### src/rtl/cfg_bus_master.sv
// Configuration-bus initiator: turns one local read/write request into a full
// 4-phase cs/ack handshake and reports read data or a per-phase timeout.
module cfg_bus_master #(
  parameter logic [15:0] TIMEOUT = 16'd1000
) (
  input  logic        clk,
  input  logic        rst_n,
  input  logic        req_valid,
  output logic        req_ready,
  input  logic        req_rw,
  input  logic [31:0] req_addr,
  input  logic [31:0] req_wdata,
  output logic        resp_valid,
  output logic [31:0] resp_rdata,
  output logic        resp_timeout,
  output logic [15:0] timeout_cnt,
  output logic        cfg_cs_n,
  input  logic        cfg_ack_n,
  output logic        cfg_rw,
  output logic [31:0] cfg_addr,
  output logic [31:0] cfg_wdata,
  input  logic [31:0] cfg_rdata
);

  typedef enum logic [1:0] {IDLE, REQ, REL, RESP} state_t;

  state_t      state, nxt;
  logic        ack_meta, ack_s;
  logic [15:0] cnt;
  logic        tflag;
  logic        accept, ack_done, ack_to, rel_to, bad_state;
  logic        cnt_last;

  assign cnt_last     = (cnt == TIMEOUT - 16'd1);
  assign resp_valid   = (state == RESP);
  assign resp_timeout = (state == RESP) && tflag;

  // ack is asynchronous to clk; only the synchronized copy steers the FSM
  always_ff @(posedge clk or negedge rst_n) begin
    if (!rst_n) begin
      ack_meta <= 1'b1;
      ack_s    <= 1'b1;
    end else begin
      ack_meta <= cfg_ack_n;
      ack_s    <= ack_meta;
    end
  end

  always_ff @(posedge clk or negedge rst_n) begin
    if (!rst_n) state <= IDLE;
    else        state <= nxt;
  end

  always_comb begin
    nxt       = state;
    accept    = 1'b0;
    ack_done  = 1'b0;
    ack_to    = 1'b0;
    rel_to    = 1'b0;
    bad_state = 1'b0;
    case (state)
      IDLE: if (req_valid && req_ready) begin
        accept = 1'b1;
        nxt    = REQ;
      end
      REQ: begin
        if (!ack_s) begin
          ack_done = 1'b1;
          nxt      = REL;
        end else if (cnt_last) begin
          ack_to = 1'b1;
          nxt    = REL;
        end
      end
      REL: begin
        if (ack_s) nxt = RESP;
        else if (cnt_last) begin
          rel_to = 1'b1;
          nxt    = RESP;
        end
      end
      RESP: nxt = IDLE;
      default: begin
        bad_state = 1'b1;
        nxt       = IDLE;
      end
    endcase
  end

  always_ff @(posedge clk or negedge rst_n) begin
    if (!rst_n) begin
      cfg_cs_n    <= 1'b1;
      cfg_rw      <= 1'b0;
      cfg_addr    <= '0;
      cfg_wdata   <= '0;
      req_ready   <= 1'b0;
      resp_rdata  <= '0;
      timeout_cnt <= '0;
      cnt         <= '0;
      tflag       <= 1'b0;
    end else begin
      // ready next cycle only if back in IDLE and ack_s will read released
      req_ready <= (nxt == IDLE) && ack_meta;

      if (accept) begin
        cfg_rw    <= req_rw;
        cfg_addr  <= req_addr;
        cfg_wdata <= req_wdata;
        cfg_cs_n  <= 1'b0;
        tflag     <= 1'b0;
      end
      if (ack_done || ack_to || bad_state) cfg_cs_n <= 1'b1;

      if (ack_done)        resp_rdata <= cfg_rw ? cfg_rdata : 32'h0;
      if (ack_to || rel_to) begin
        resp_rdata <= '0;
        tflag      <= 1'b1;
      end

      if (accept || ack_done || ack_to)       cnt <= '0;
      else if (state == REQ || state == REL)  cnt <= cnt + 16'd1;

      if (state == RESP && tflag && timeout_cnt != 16'hFFFF)
        timeout_cnt <= timeout_cnt + 16'd1;
    end
  end

endmodule
### config.mk
export PLATFORM = sky130hd
export DESIGN_NAME = cfg_bus_master
export DESIGN_NICKNAME = d
export VERILOG_FILES = /design/src/rtl/cfg_bus_master.sv
export SDC_FILE = /design/constraint.sdc
export NUM_CORES = 1
export LEC_CHECK = 0
export BUFFER_PORTS_ARGS = -buffer_cell sky130_fd_sc_hd__buf_2
export CAP_MARGIN = 20
export CORE_ASPECT_RATIO = 1.4
export CORE_MARGIN = 4
export CORE_UTILIZATION = 49
export DETAILED_ROUTE_END_ITERATION = 10
export MAX_ROUTING_LAYER = met4
export PLACE_DENSITY_LB_ADDON = 0.05
export SLEW_MARGIN = 15
export SYNTH_ARGS = -nofsm -noshare
export SYNTH_HDL_FRONTEND = slang
export SYNTH_SLANG_ARGS = --single-unit
### constraint.sdc
create_clock -name clk -period 2.05 [get_ports clk]
set_input_delay 0.3075 -clock clk [delete_from_list [all_inputs] [get_ports clk]]
set_output_delay 0.3075 -clock clk [all_outputs]
set_load 0.05 [all_outputs]
==> flow_summary.ini <==
[floorplan]
initial_core_util_pct = 50.5
die_w_um = 99.6
num_rows = 46
dieArea_um2 = 13600
coreArea_um2 = 11400
ios = 218
die_h_um = 136

[yosys]
async_reset_ff_share_pct = 100
synth_top_family_by_area = simple AND/OR/NAND/NOR gates
yosysTopAreaCell = dfrtp_1
syn_inst = 477
synth_most_common_cell = dfrtp_1
ys_top_cells_by_count = dfrtp_1 (133), mux2_2 (65), nand2_1 (48)
yosysSeqAreaShare_pct = 59.2
synth_edf_count = 0
syn_area_um2 = 5750
post-synth-top-area-fraction_pct = 57.8
synth_simple_gate_area_share_pct = 14.0
synth.mux.area_fraction_pct = 13.3
syn_area_per_cell_um2 = 12.1
synth-adder-area-share_pct = 1.52
ys_ff_latch = 136
synth_nets = 585
synth_area_leaders = dfrtp_1 (58%), mux2_2 (13%), nand3_1 (3.7%)
yosys_warnings = 0
synthFlopType = dfrtp_1
ys_types = 42
synth_xor_area_share_pct = 3.96
synth-compound-area-share_pct = 5.50

[cts]
clock_path_buffers = 2
cts.clk_slew.worst_paths_ps = 60
cts_root_buf = clkbuf_16
cts.sinks = 136
h-tree-depth = 4
post_cts_buffers = 0
cts_buffers = 17
cts_tree = built
clock_latency_ps = 420

[setup_path]
cp_max_fo = 5
startpoint = state[0]$_DFF_PN0_
worstPathArrival_ps = 1600
rr_startpoint = state[0]$_DFF_PN0_
crit_type = flop to output port
critPathCaptureType = output port
cp-start-kind = flop
cp.required_ps = 1740

[global_route]
grt_pass1_vias = 4675
antenna_found_initial = 0
grt_pass1_wl_mm = 22.9
grtUsageTotal_pct = 22.1
overflow = 0
grt_max_degree = 47

[hold_path]
hold_start = req_addr[14]
hold_path_class = input port to flop

[sta]
period_needed_ps = 1910
period_share_pct = 93.2
hold_violations = 0
relSlewSlack_pct = 62.7
finalMaxSlewViolations = 0
setup_tns_ps = 0
whs_ps = 120
fmax_mhz = 523
setup_viol = 0
fin_worst_skew_ps = 12.8
rsz0062_at_grt = false
worst_pin_slew_ps = 559

[final_layout]
nets = 815
drive_gt1_share_pct = 48.3
multi_input_area_um2 = 2230
seq_area_um2 = 3410
post-route-cell-area_um2 = 7780
antenna_cells = 0
area_delta_synth_final_pct = 35.2
final.fill_count = 908

[place]
postPlaceCellArea_um2 = 7130
dp_hpwl_mm = 10.9
io_buffer_count = 217
place_congestion = 0.856

[status]
status = complete, no violations

[detailed_routing]
drc = 0
dr.pass1.iters = 4
via_count = 4547
avgRoutedWirePerCell_um = 16.6
viasPerCell = 5.27
drtIter0Drc = 107
routed_wl_mm = 14.4
ant_nets = 0

[flow_run]
maxCapViolations = 0

[power]
power_leakage_uw = 0.00399
power.density_nw_per_um2 = 1740
irDropWorstVdd_uv = 834
==> critical path, stage by stage (launching register included) <==
cell	delay, ps
dfrtp_1	420
ha_2	250
and2_2	220
buf_2	300
==> final timing paths <==
| path | cells past startpoint | end | slack [ps] |
|---|---|---|---|
| setup / recovery | 3 | resp_timeout | 140 |
| hold / removal | 2 | cfg_addr[14]$_DFFE_PN0P_ | 120 |
| setup reg to reg | 6 | cnt[15]$_DFFE_PN0P_ | 200 |
| hold reg to reg | 0 | ack_s$_DFF_PN1_ | 370 |
| max in group asynchronous | 3 | ack_meta$_DFF_PN1_ | 1010 |
| min in group asynchronous | 2 | cfg_addr[7]$_DFFE_PN0P_ | 400 |
==> cell type report <==
class,count,share of cell area (%)
clock buffers,20,6.00
well taps,144,2.32
multi-input cells,310,28.6
flip-flops and latches,136,43.8
inverters,7,0.338
clock inverters,11,2.17
repair buffers,235,16.8
==> kinds of logic (layout without fill, tap and decap cells) <==
kind of cell / Yosys count / count (layout)
adders and majority gates: 7 / 7
muxes: 68 / 68
buffers and inverters: 31 / 273
AOI/OAI and AO/OA: 52 / 52
DFF: 136 / 136
and+or+nand+nor: 157 / 157
xor gates and xnor gates: 26 / 26
==> sequential cells by signal (all words and copies together), names as in the netlist <==
name         cells
cfg_rw           1
tflag            1
cfg_cs_n         1
resp_rdata      32
req_ready        1
ack_meta         1
cfg_addr        32
cnt             16
timeout_cnt     16
state            2
ack_s            1
cfg_wdata       32
==> timing repair <==
action                                 4_1_cts  5_1_grt
resized for setup                            0        0
hold buffers                                 2        0
endpoints found under the hold margin       33        0
==> where the power goes <==
part / total (uW) / internal [uW] / switching, uW / leakage (uW)
combinational: 6130 / 1640 / 4490 / 0.00194
clock: 3240 / 2130 / 1120 / 0.000313
sequential: 4160 / 3630 / 523 / 0.00174
total: 13500 / 7400 / 6130 / 0.00399
==> per-stage QoR <==
stage               std cells  power (uW)  utilization [%]  setup WS, ps
CTS                       863       13700             68.3           106
finish                    863       13500             68.3           139
global route              863       14100             68.3          38.7
global placement          830       10200             62.5           263
floorplan                 477        8760                -          74.6
detailed placement        830       10400             62.5           207
==> layout by cell type (no fill, tap or decap), drive strengths merged, types with 5 or more instances in the layout <==
cell	n
nor2	21
ha	7
buf	233
nand2	48
nand4	13
nor3	5
inv	9
xnor2	6
mux2	66
o21ai	6
clkbuf	20
nor4	7
a21oi	36
xor2	20
nand3	43
dfrtp	133
==> metal layers <==
metal / vias up / share of wire [%] / GRT usage (%)
li1: 2141 / - / -
met2: 159 / 54 / 38.2
met1: 2222 / 38 / 25.1
met3: 25 / 5.9 / 5.65
met4: 0 / 1.9 / 7.14
met5: - / 0 / -
(Power assumes the default switching activity.)
